### config.mk
export PLATFORM = sky130hd
export DESIGN_NAME = cla_multiword_sequencer
export DESIGN_NICKNAME = d
export VERILOG_FILES = /design/src/rtl/cla_multiword_sequencer.sv
export SDC_FILE = /design/constraint.sdc
export NUM_CORES = 1
export LEC_CHECK = 0
export BUFFER_PORTS_ARGS = -buffer_cell sky130_fd_sc_hd__buf_4
export CORE_ASPECT_RATIO = 1.75
export CORE_MARGIN = 1.5
export CORE_UTILIZATION = 50
export CTS_BUF_LIST = sky130_fd_sc_hd__clkbuf_8
export DETAILED_ROUTE_END_ITERATION = 10
export GPL_TIMING_DRIVEN = 0
export PLACE_DENSITY = 0.76
export REMOVE_ABC_BUFFERS = 1
export SLEW_MARGIN = 30
export SYNTH_ARGS = -nofsm -noshare
export SYNTH_HDL_FRONTEND = slang
export SYNTH_SLANG_ARGS = --single-unit
### constraint.sdc
create_clock -name clk -period 3 [get_ports clk]
set_clock_uncertainty 0.05 [all_clocks]
set_input_delay 0.15 -clock clk [delete_from_list [all_inputs] [get_ports clk]]
set_output_delay 0.15 -clock clk [all_outputs]
set_load 0.05 [all_outputs]
### src/rtl/cla_multiword_sequencer.sv
// cla_multiword_sequencer
//   Runs a WIDTH-bit add/subtract through one shared 4-bit combinational CLA
//   slice, one nibble per cycle, LSB first. Each nibble's carry-out is held in
//   a register and fed back as the next nibble's carry-in.
//
//   state | meaning
//   ------+------------------------------------------------------------
//   IDLE  | ready for a request; slice inputs held at 0
//   RUN   | nibble idx is driven to the slice and captured at each edge
//   DONE  | response valid; waits for rsp_ready
//
// Ports
//   clk, rst                  clock, synchronous active-high reset
//   req_valid/req_ready       request handshake
//   req_A, req_B              operands (WIDTH bits)
//   req_Cin, req_control      carry into nibble 0, 0 = add / 1 = subtract
//   slc_A, slc_B, slc_Cin,    nibble operands, carry and mode to the slice
//   slc_control
//   slc_sum, slc_Cout         slice result, sampled in the same cycle
//   rsp_valid/rsp_ready       response handshake
//   rsp_sum, rsp_Cout,        full-width result, final carry, signed overflow
//   rsp_ovf
module cla_multiword_sequencer #(
  parameter int WIDTH = 16
) (
  input  logic             clk,
  input  logic             rst,
  input  logic             req_valid,
  output logic             req_ready,
  input  logic [WIDTH-1:0] req_A,
  input  logic [WIDTH-1:0] req_B,
  input  logic             req_Cin,
  input  logic             req_control,
  output logic [3:0]       slc_A,
  output logic [3:0]       slc_B,
  output logic             slc_Cin,
  output logic             slc_control,
  input  logic [3:0]       slc_sum,
  input  logic             slc_Cout,
  output logic             rsp_valid,
  input  logic             rsp_ready,
  output logic [WIDTH-1:0] rsp_sum,
  output logic             rsp_Cout,
  output logic             rsp_ovf
);

  localparam int NIBBLES = WIDTH / 4;
  localparam int IDXW    = (NIBBLES > 1) ? $clog2(NIBBLES) : 1;
  localparam logic [IDXW-1:0] LAST_IDX = IDXW'(NIBBLES - 1);

  typedef enum logic [1:0] {
    S_IDLE = 2'd0,
    S_RUN  = 2'd1,
    S_DONE = 2'd2
  } state_t;

  state_t           state;
  logic [WIDTH-1:0] a_q;
  logic [WIDTH-1:0] b_q;
  logic             ctl_q;
  logic             carry_q;
  logic [IDXW-1:0]  idx_q;
  logic [WIDTH-1:0] result_q;
  logic [WIDTH-1:0] result_next;
  logic             running;

  assign running = (state == S_RUN);

  // Slice inputs come straight from registered state; B goes out uninverted,
  // the slice applies control itself.
  assign slc_A       = running ? a_q[{idx_q, 2'b00} +: 4] : 4'd0;
  assign slc_B       = running ? b_q[{idx_q, 2'b00} +: 4] : 4'd0;
  assign slc_Cin     = running & carry_q;
  assign slc_control = running & ctl_q;

  // Gated by rst so nothing is accepted while reset is held.
  assign req_ready = (state == S_IDLE) && !rst;

  // Result with the current nibble merged in; lets the final edge load the
  // response directly without waiting for result_q to settle.
  always_comb begin
    result_next = result_q;
    result_next[{idx_q, 2'b00} +: 4] = slc_sum;
  end

  always_ff @(posedge clk) begin
    if (rst) begin
      state     <= S_IDLE;
      a_q       <= '0;
      b_q       <= '0;
      ctl_q     <= 1'b0;
      carry_q   <= 1'b0;
      idx_q     <= '0;
      result_q  <= '0;
      rsp_valid <= 1'b0;
      rsp_sum   <= '0;
      rsp_Cout  <= 1'b0;
      rsp_ovf   <= 1'b0;
    end else begin
      case (state)
        S_IDLE: begin
          if (req_valid) begin
            a_q     <= req_A;
            b_q     <= req_B;
            ctl_q   <= req_control;
            carry_q <= req_Cin;
            idx_q   <= '0;
            state   <= S_RUN;
          end
        end
        S_RUN: begin
          result_q <= result_next;
          carry_q  <= slc_Cout;
          if (idx_q == LAST_IDX) begin
            state     <= S_DONE;
            rsp_valid <= 1'b1;
            rsp_sum   <= result_next;
            rsp_Cout  <= slc_Cout;
            // Overflow: operand signs agree (B as the slice sees it) and the
            // result sign differs.
            rsp_ovf   <= (a_q[WIDTH-1] == (b_q[WIDTH-1] ^ ctl_q)) &&
                         (slc_sum[3] != a_q[WIDTH-1]);
          end else begin
            idx_q <= idx_q + IDXW'(1);
          end
        end
        S_DONE: begin
          if (rsp_ready) begin
            rsp_valid <= 1'b0;
            state     <= S_IDLE;
          end
        end
        default: begin
          state     <= S_IDLE;
          rsp_valid <= 1'b0;
        end
      endcase
    end
  end

endmodule

# ---- Word-level counts from Yosys, hierarchy flattened
# Cells that the tools add are included.
# Widths: inputs -> output; s select.
dict set report op_classes {
  addsub 2
  eq_ne 9
  shift 4
  n_mux 15
  bitwise 4
  n_reduce_logical 11
}
# cell n
set ops {}
lappend ops {{$shiftx 16x5->4} 2}
lappend ops {{$bwmux 16} 1}
lappend ops {{$shift 4x6->16 const A} 1}
lappend ops {{$shiftx 4x6->16} 1}
lappend ops {{$mux 2} 5}
lappend ops {{$reduce_and 3->1} 3}
lappend ops {{$mux 4} 2}
lappend ops {{$ne 2x2->1 const B} 3}
lappend ops {{$neg 4->6} 1}
lappend ops {{$pmux 2 s3} 1}
lappend ops {{$reduce_and 2->1} 3}
lappend ops {{$eq 2x2->1 const B} 2}
lappend ops {{$pmux 2 s2} 1}
lappend ops {{$mux 1} 3}
lappend ops {{$pmux 1 s3} 1}
lappend ops {{$add 2x1->2 const B} 1}
lappend ops {{$and 1x1->1} 2}
lappend ops {{$eq 2x1->1 const B} 1}
lappend ops {{$logic_and 1x1->1} 2}
lappend ops {{$logic_not 2->1} 1}
lappend ops {{$ne 2x1->1 const B} 1}
lappend ops {{$pmux 1 s2} 1}
lappend ops {{$reduce_bool 2->1} 1}
lappend ops {{$eq 1x1->1} 1}
lappend ops {{other kinds (4)} 4}
dict set report word_totals {
  reg_bits 73
  inputBits 43
  out_inout_bits 30
  wordCells 56
}

# ---- Logic depth before layout (Yosys ltp)
# Gate-level depths: netlist of the first run.
dict set report depth {
  ltp_word 3
  ltp_mapped 7
  depth_no_buf 5
}

# ---- Least setup slack after synthesis of the first run
# OpenSTA, ideal clock, no wires.
dict set report synth_path {
  path_kind {reg2reg}
  startpoint {reg idx_q[0]}
  endpoint {reg rsp_sum[0]}
  setup_time_ns 0.132
  arrival_ns 1.968
  t_required_ns 2.818
  slack_ns 0.850
  path_stages_with_launch 8
  path_buffers 2
  synth_period_minus_slack_ns 2.150
  path_cell_list {dfxtp_1 > buf_6 > clkinv_1 > ha_1 > and4bb_2 > buf_6 > a221oi_1 > nor3_1}
}
dict set report synth_via {
  elab_chain_cells 3
  word_cells_on_any_way 6
  cone_classes {1 x add/sub; 1 x eq/ne; 2 x shift; 1 x mux; 1 x reduce/logical}
}
# element line
set synth_lines {}
lappend synth_lines {{start: declaration} 62} ;# logic [IDXW-1:0] idx_q;
lappend synth_lines {{start signal: assignment} 124} ;# idx_q <= idx_q + IDXW'(1);
lappend synth_lines {{$neg 4->6} 83} ;# result_next[{idx_q, 2'b00} +: 4] = slc_sum;
lappend synth_lines {{$shiftx 4x6->16 / $shift 4x6->16 (equally long branches)} 83}
lappend synth_lines {{$bwmux 16} 83}
lappend synth_lines {{end signal: assignment} 117} ;# rsp_sum <= result_next;
lappend synth_lines {{end: declaration} 42} ;# output logic [WIDTH-1:0] rsp_sum,
# Parallel ways exist; a longest one is shown, timed or not.
# A chain may end at the register's enable or synchronous reset.

# ---- Final worst setup path of the first run
dict set report layout_path {
  startpoint {reg idx_q[0]}
  endpoint {reg rsp_sum[15]}
}
# The elaborated chain is that of the path after synthesis.

==> metrics.md, run 1 <==
| Metric | Value |
|---|---|
| Pin count of the biggest net entering global routing | `75` |
| Grt total ovfl | `0` |
| Max Clk Rate | `just under 0.4 GHz` |
| Final Max Slew Viols | `0` |
| Pwr Total | `2087 µW` |
| Number of flops mapped to enable cells by yosys | `0` |
| Routability congestion estimate | `around 0.77` |
| Vias per inst | `~5.4` |
| Setup repair after global routing missed its margin | `no` |
| Primary FF master, synth | `dfxtp_1` |
| Initial Util | `a little over half` |
| Finished Layout Cells | `520` |
| Top cells by count, synth | `nand2_1 (75), dfxtp_1 (73), a21oi_1 (46)` |
| Initial drt markers | `165` |
| Tmin final | `~2.5 ns` |
| Asr flop ratio synth | `0%` |
| Fillers | `just under 600` |
| Min-delay src | `req_A[12]` |
| Post-synth top area cell | `dfxtp_1` |
| Worst skew pair latency | `roughly 0.34 ns` |
| TritonCTS Buffers | `9` |
| Fraction of layout cells with a size suffix above 1 | `23.18%` |
| DR vias | `2800` |
| Hold Fails Final Rpt | `0` |
| Most frequent cell after synthesis | `nand2_1` |
| Buf/Inv on CP | `1` |
| Slowest stage cell, crit path | `dfxtp_2` |
| Max Cap Viol | `0` |
| Number of distinct library cells after synthesis | `41` |
| Relative slew slack | `40.18%` |
| Number of global-route vias before repair | `about 2700` |
| Worst path cell trace | `clkinv_1, ha_1, and4bb_2, a221oi_1, nor3_1` |
| WP data required | `3.15 ns` |
| Post-DP HPWL | `4649 µm` |
| Worst r2r src | `idx_q[0]$_SDFFE_PP0P_` |
| Warnings from Yosys | `0` |
| Global-route wire length before repair | `about 12000 µm` |
| 1st-pass router iterations | `4` |
| R2R depth | `5` |
| CP arrival | `about 2.7 ns` |
| Setup ws final | `about 0.48 ns` |
| P&R area growth vs syn | `24.49%` |
| Leak | `around 0.0016 µW` |
| Final Util | `~65%` |
| ANT nets after route | `0` |
| Die area | `around 0.0071 mm²` |
| Detailed Route WL | `between 7000 and 8000 µm` |
| Synth Register Bits | `between 70 and 80` |
| Top-area cell type share of the netlist area | `44.55%` |
| Drt drc | `0` |
| CP Max Fanout | `18` |
| Reg clk slew, reported paths | `approximately 0.070 ns` |
| R2r endpoint | `rsp_sum[15]$_SDFFE_PP0P_` |
| Sequential share of the synthesized area | `44.55%` |
| Mapped Area | `around 0.0033 mm²` |
| PwrDens | `roughly 510 mW/mm²` |
| # nets final | `between 400 and 500` |
| Worst-Margin Slew | `between 0.8 and 0.9 ns` |
| Root Driver | `clkbuf_8` |
| Post-route clock period utilization | `between 80 and 90%` |
| Total Routing Usage GR | `between 20 and 25%` |
| Critical path capture point type | `flip-flop` |
| Post-Syn Area per Cell | `8.915 µm²` |
| Post-Syn Instances | `368` |
| Crit path max-delay family | `flip-flops` |
| Hold Path Class | `input pin to flip-flop` |
| Clock buffer depth | `2` |
| Clk sinks | `73` |
| Initial antenna violation count | `0` |
| Hold worst-path end | `a_q[12]$_SDFFE_PP0P_` |
| Diodes inserted | `0` |
| Reg-to-reg setup timing slack | `approximately 0.48 ns` |
| WL/cell | `around 14 µm` |
| Rows | `38` |
| CTS tree | `done` |
| Max rail drop VDD | `between 0.0004 and 0.0005 V` |
| WHS Path Cells | `3` |
| Core ar. | `approximately 0.0063 mm²` |
| Crit path largest cell delay | `0.64 ns` |
| Height of the die | `~110 µm` |
| DP Worst Slack | `approximately 0.027 ns` |
| Endpoints failing setup | `0` |
| Setup TNS | `0 ns` |
| # H-tree levels | `3` |
| I/O pins | `73` |
| Port Buf Inserts | `about 70` |
| Setup crit start kind | `flip-flop` |
| Die width | `roughly 64 µm` |
| Dpl cells | `490` |
| Area contributors post-synth | `dfxtp_1 (45%), nand2_1 (8.6%), a21oi_1 (7.0%)` |
| Run status | `complete, no violations` |
| Critical path class | `flip-flop to flip-flop` |
layout by cell type (no fill, tap or decap), types with 10 or more instances in the layout:
cell type and count:
nand2_1 75, dfxtp_1 72, buf_4 72, a21oi_1 46, nor2_1 32, dlygate4sd3_1 14
clkbuf_8 12, nor3_1 11, and2_1 10, a32oi_1 10, a221oi_1 10
state kept, by name (all words and copies together) (netlist names):
| register | flops |
|---|---|
| a_q | 16 |
| b_q | 16 |
| carry_q | 1 |
| ctl_q | 1 |
| idx_q | 2 |
| result_q | 16 |
| rsp_Cout | 1 |
| rsp_ovf | 1 |
| rsp_sum | 16 |
| rsp_valid | 1 |
| state | 2 |
layout make-up:
type                       instances  area, µm²  area share [%]
clock buffer                      12      165.2           4.044
inverter                           5      18.77          0.4596
clock inverter                     4      42.54           1.042
multi-input combinational        259       1603           39.25
tap                               80      100.1           2.451
timing repair buffer              87      691.9           16.94
sequential                        73       1463           35.81
worst reg2reg max path: stages, from the launching register on:
cell      delay, ns
dfxtp_2        0.64
clkinv_1       0.39
ha_1           0.53
and4bb_2       0.32
a221oi_1       0.35
nor3_1         0.09
report_power, final:
| group | leakage [µW] | internal [µW] | switching, µW |
|---|---|---|---|
| clock | 0.000115 | 445 | 342 |
| sequential | 0.000594 | 1000 | 31.5 |
| combinational | 0.000936 | 120 | 143 |
how the worst max path moves through the flow:
| stage | start | to | slack, ns | cells past startpoint |
|---|---|---|---|---|
| global placement | idx_q[0]$_SDFFE_PP0P_ | rsp_sum[15]$_SDFFE_PP0P_ | 0.03 | 5 |
| finish | idx_q[0]$_SDFFE_PP0P_ | rsp_sum[15]$_SDFFE_PP0P_ | 0.48 | 5 |
| floorplan | idx_q[0]$_SDFFE_PP0P_ | rsp_sum[0]$_SDFFE_PP0P_ | 0.61 | 5 |
| global route | idx_q[0]$_SDFFE_PP0P_ | rsp_sum[10]$_SDFFE_PP0P_ | 0.22 | 5 |
| CTS | idx_q[0]$_SDFFE_PP0P_ | rsp_sum[15]$_SDFFE_PP0P_ | 0.02 | 5 |
| detailed placement | idx_q[0]$_SDFFE_PP0P_ | rsp_sum[15]$_SDFFE_PP0P_ | 0.03 | 5 |
kinds of logic after synthesis:
group / count (synthesis) / synth area share (%)
flip-flops: 73 / 44.55
AND/OR/NAND/NOR: 165 / 24.87
AO/OA/AOI/OAI: 78 / 15.52
buffers and inverters: 36 / 6.597
XOR/XNOR: 1 / 0.2670
adder cells (fa/ha/maj): 6 / 2.288
multiplexers: 9 / 5.912
stage by stage:
stage,area [µm²],hold slack [ns]
global route,4084,0.01412
floorplan,3083,0.1679
global placement,3724,0.3469
detailed placement,3735,0.3555
finish,4084,0.01120
CTS,4083,0.0003566
per-layer routing:
| layer | part of all wire [%] | GRT usage [%] | up-vias |
|---|---|---|---|
| li1 | - | - | 1426 |
| met1 | 39 | 22.20 | 1303 |
| met2 | 55 | 40.33 | 58 |
| met3 | 3.8 | 5.076 | 13 |
| met4 | 2.2 | 9.726 | 0 |
| met5 | 0 | 0 | - |
what timing repair did:
item                                   CTS  global route
hold buffers                            14             0
setup buffers                            0             0
gates resized for setup                  0             1
setup endpoints to repair                0            29
endpoints found under the hold margin   14             0
(Power assumes the default switching activity.)
==> run 2, diff against run 1 <==
--- a/config.mk
+++ b/config.mk
@@ -12,7 +12,7 @@
 export CTS_BUF_LIST = sky130_fd_sc_hd__clkbuf_8
 export DETAILED_ROUTE_END_ITERATION = 10
 export GPL_TIMING_DRIVEN = 0
-export PLACE_DENSITY = 0.76
+export PLACE_DENSITY = 0.78
 export REMOVE_ABC_BUFFERS = 1
 export SLEW_MARGIN = 30
 export SYNTH_ARGS = -nofsm -noshare
==> constraint.sdc (replaced) <==
create_clock -name clk -period 2.15 [get_ports clk]
set_clock_uncertainty 0.05 [all_clocks]
set_input_delay 0.1075 -clock clk [delete_from_list [all_inputs] [get_ports clk]]
set_output_delay 0.1075 -clock clk [all_outputs]
set_load 0.05 [all_outputs]
==> metrics.md, run 2 (synthesized netlist as in run 1, its figures left out) <==
| Metric | Value |
|---|---|
| 1st-pass router iterations | `5 (+1)` |
| I/O pins | `73 (unchanged)` |
| Diodes inserted | `0 (unchanged)` |
| P&R area growth vs syn | `33.10%` |
| CP Max Fanout | `13 (-5)` |
| DP Worst Slack | `-0.8546 ns (-0.8819 ns)` |
| Vias per inst | `5.481 (+1.8%)` |
| Setup ws final | `0.1044 ns (-0.3805 ns)` |
| DR vias | `2998 (+7.1%)` |
| Clk sinks | `73 (unchanged)` |
| Max Cap Viol | `0 (unchanged)` |
| Post-DP HPWL | `4772 µm (+2.7%)` |
| Detailed Route WL | `8253 µm (+15%)` |
| Total Routing Usage GR | `24.62% (+3.2 points)` |
| Max Clk Rate | `0.4889 GHz (+23%)` |
| Grt total ovfl | `0 (unchanged)` |
| Reg clk slew, reported paths | `0.08 ns (about the same)` |
| WL/cell | `15.09 µm (+9.4%)` |
| Relative slew slack | `48.87% (+8.7 points)` |
| # H-tree levels | `3 (unchanged)` |
| TritonCTS Buffers | `9 (unchanged)` |
| Worst path cell trace | `inv_1, ha_1, and4bb_2, a221oi_1, nor3_1` |
| Pin count of the biggest net entering global routing | `75 (unchanged)` |
| ANT nets after route | `0 (unchanged)` |
| Initial antenna violation count | `0 (unchanged)` |
| Crit path largest cell delay | `0.54 ns (-0.10 ns)` |
| Worst-Margin Slew | `0.7669 ns (-0.1303 ns)` |
| Leak | `0.001762 µW (+7.1%)` |
| Core ar. | `0.006276 mm² (unchanged)` |
| Hold Path Class | `input pin to flip-flop` |
| WP data required | `2.32 ns (-0.83 ns)` |
| Slowest stage cell, crit path | `dfxtp_2` |
| Worst skew pair latency | `0.35 ns (about the same)` |
| Fillers | `497 (-15%)` |
| Initial drt markers | `122 (-26%)` |
| Final Max Slew Viols | `0 (unchanged)` |
| Most common cell after layout, fill and taps aside | `buf_4` |
| Run status | `complete, no violations` |
| Initial Util | `52.27% (unchanged)` |
| Finished Layout Cells | `547 (+5.2%)` |
| Die area | `0.007075 mm² (unchanged)` |
| Setup TNS | `0 ns (unchanged)` |
| Endpoints failing setup | `0 (unchanged)` |
| Dpl cells | `491 (+0.20%)` |
| Tmin final | `2.046 ns (-0.4695 ns)` |
| Height of the die | `110.2 µm (unchanged)` |
| Root Driver | `clkbuf_8` |
| PwrDens | `692.7 mW/mm² (+36%)` |
| Setup crit start kind | `flip-flop` |
| Reg-to-reg setup timing slack | `0.10 ns (-0.38 ns)` |
| Setup repair after global routing missed its margin | `no` |
| Hold Fails Final Rpt | `0 (unchanged)` |
| Port Buf Inserts | `72 (unchanged)` |
| Fraction of layout cells with a size suffix above 1 | `24.84% (+1.7 points)` |
| # nets final | `511 (+5.6%)` |
| Number of global-route vias before repair | `2983 (+9.8%)` |
| Die width | `64.23 µm (unchanged)` |
| CP arrival | `2.21 ns (-0.45 ns)` |
| Global-route wire length before repair | `13430 µm (+14%)` |
| Routability congestion estimate | `0.7422 (-4.0%)` |
| Max rail drop VDD | `0.0005306 V (+13%)` |
| Rows | `38 (unchanged)` |
| Critical path class | `flip-flop to flip-flop` |
| Clock buffer depth | `2 (unchanged)` |
| CTS tree | `done` |
| Post-route clock period utilization | `95.14% (+11 points)` |
| Drt drc | `0 (unchanged)` |
| Commonest non-fill, non-tap cells in the layout | `buf_4 (76), nand2_1 (75), dfxtp_1 (70)` |
| Critical path capture point type | `flip-flop` |
[run 2: stage by stage]
stage	hold slack [ns]	power [µW]	cell area, µm²	util (%)
final	0.006564	3025	4367	69.58
after floorplan	0.1254	1667	3083	-
after global placement	0.3039	1813	3724	59.33
after detailed placement	0.3124	1830	3746	59.69
after CTS	0.0001242	3033	4350	69.32
after global routing	0.01122	3139	4367	69.58
[run 2: routing by layer]
metal	track usage (%)	part of all wire (%)	wire length, µm
met5	0	0	0
met3	3.756	5.2	431
met2	43.60	54	4456
met4	13.98	2.6	212
met1	27.99	38	3153
[run 2: layout make-up]
class	instances	area (µm²)	share of cell area, %
Clock buffer	9	123.9	2.837
Sequential cell	73	1468	33.61
Multi-Input combinational cell	259	1607	36.79
Clock inverter	7	85.08	1.948
Timing Repair Buffer	114	963.4	22.06
Inverter	5	20.02	0.4585
Tap cell	80	100.1	2.292
[run 2: power breakdown]
group / internal, µW / switching, µW / leakage [µW]
logic: 207 / 230 / 0.00105
clock network: 643 / 507 / 0.000113
registers: 1400 / 36.8 / 0.000596
[run 2: path summary, 6_finish.rpt]
path,start,endpoint,cells after the start
hold / removal,req_Cin,carry_q$_SDFFE_PP0P_,3
setup / recovery,idx_q[1]$_SDFFE_PP0P_,rsp_sum[3]$_SDFFE_PP0P_,5
hold reg to reg,a_q[1]$_SDFFE_PP0P_,a_q[1]$_SDFFE_PP0P_,2
setup reg to reg,idx_q[1]$_SDFFE_PP0P_,rsp_sum[3]$_SDFFE_PP0P_,5
[run 2: timing repair]
item / in CTS / in global routing
hold endpoints to repair: 35 / 0
hold buffers: 35 / 0
resized for setup: 7 / 2
endpoints found under the setup margin: 46 / 11
setup buffers: 3 / 2
[run 2: critical path: cells and delay by family (launching register included)]
kind,cells,cell delay (ns)
flops,1,0.54
simple gates,2,0.42
compound gates,1,0.32
buf+inv,1,0.14
fa+ha+maj,1,0.44
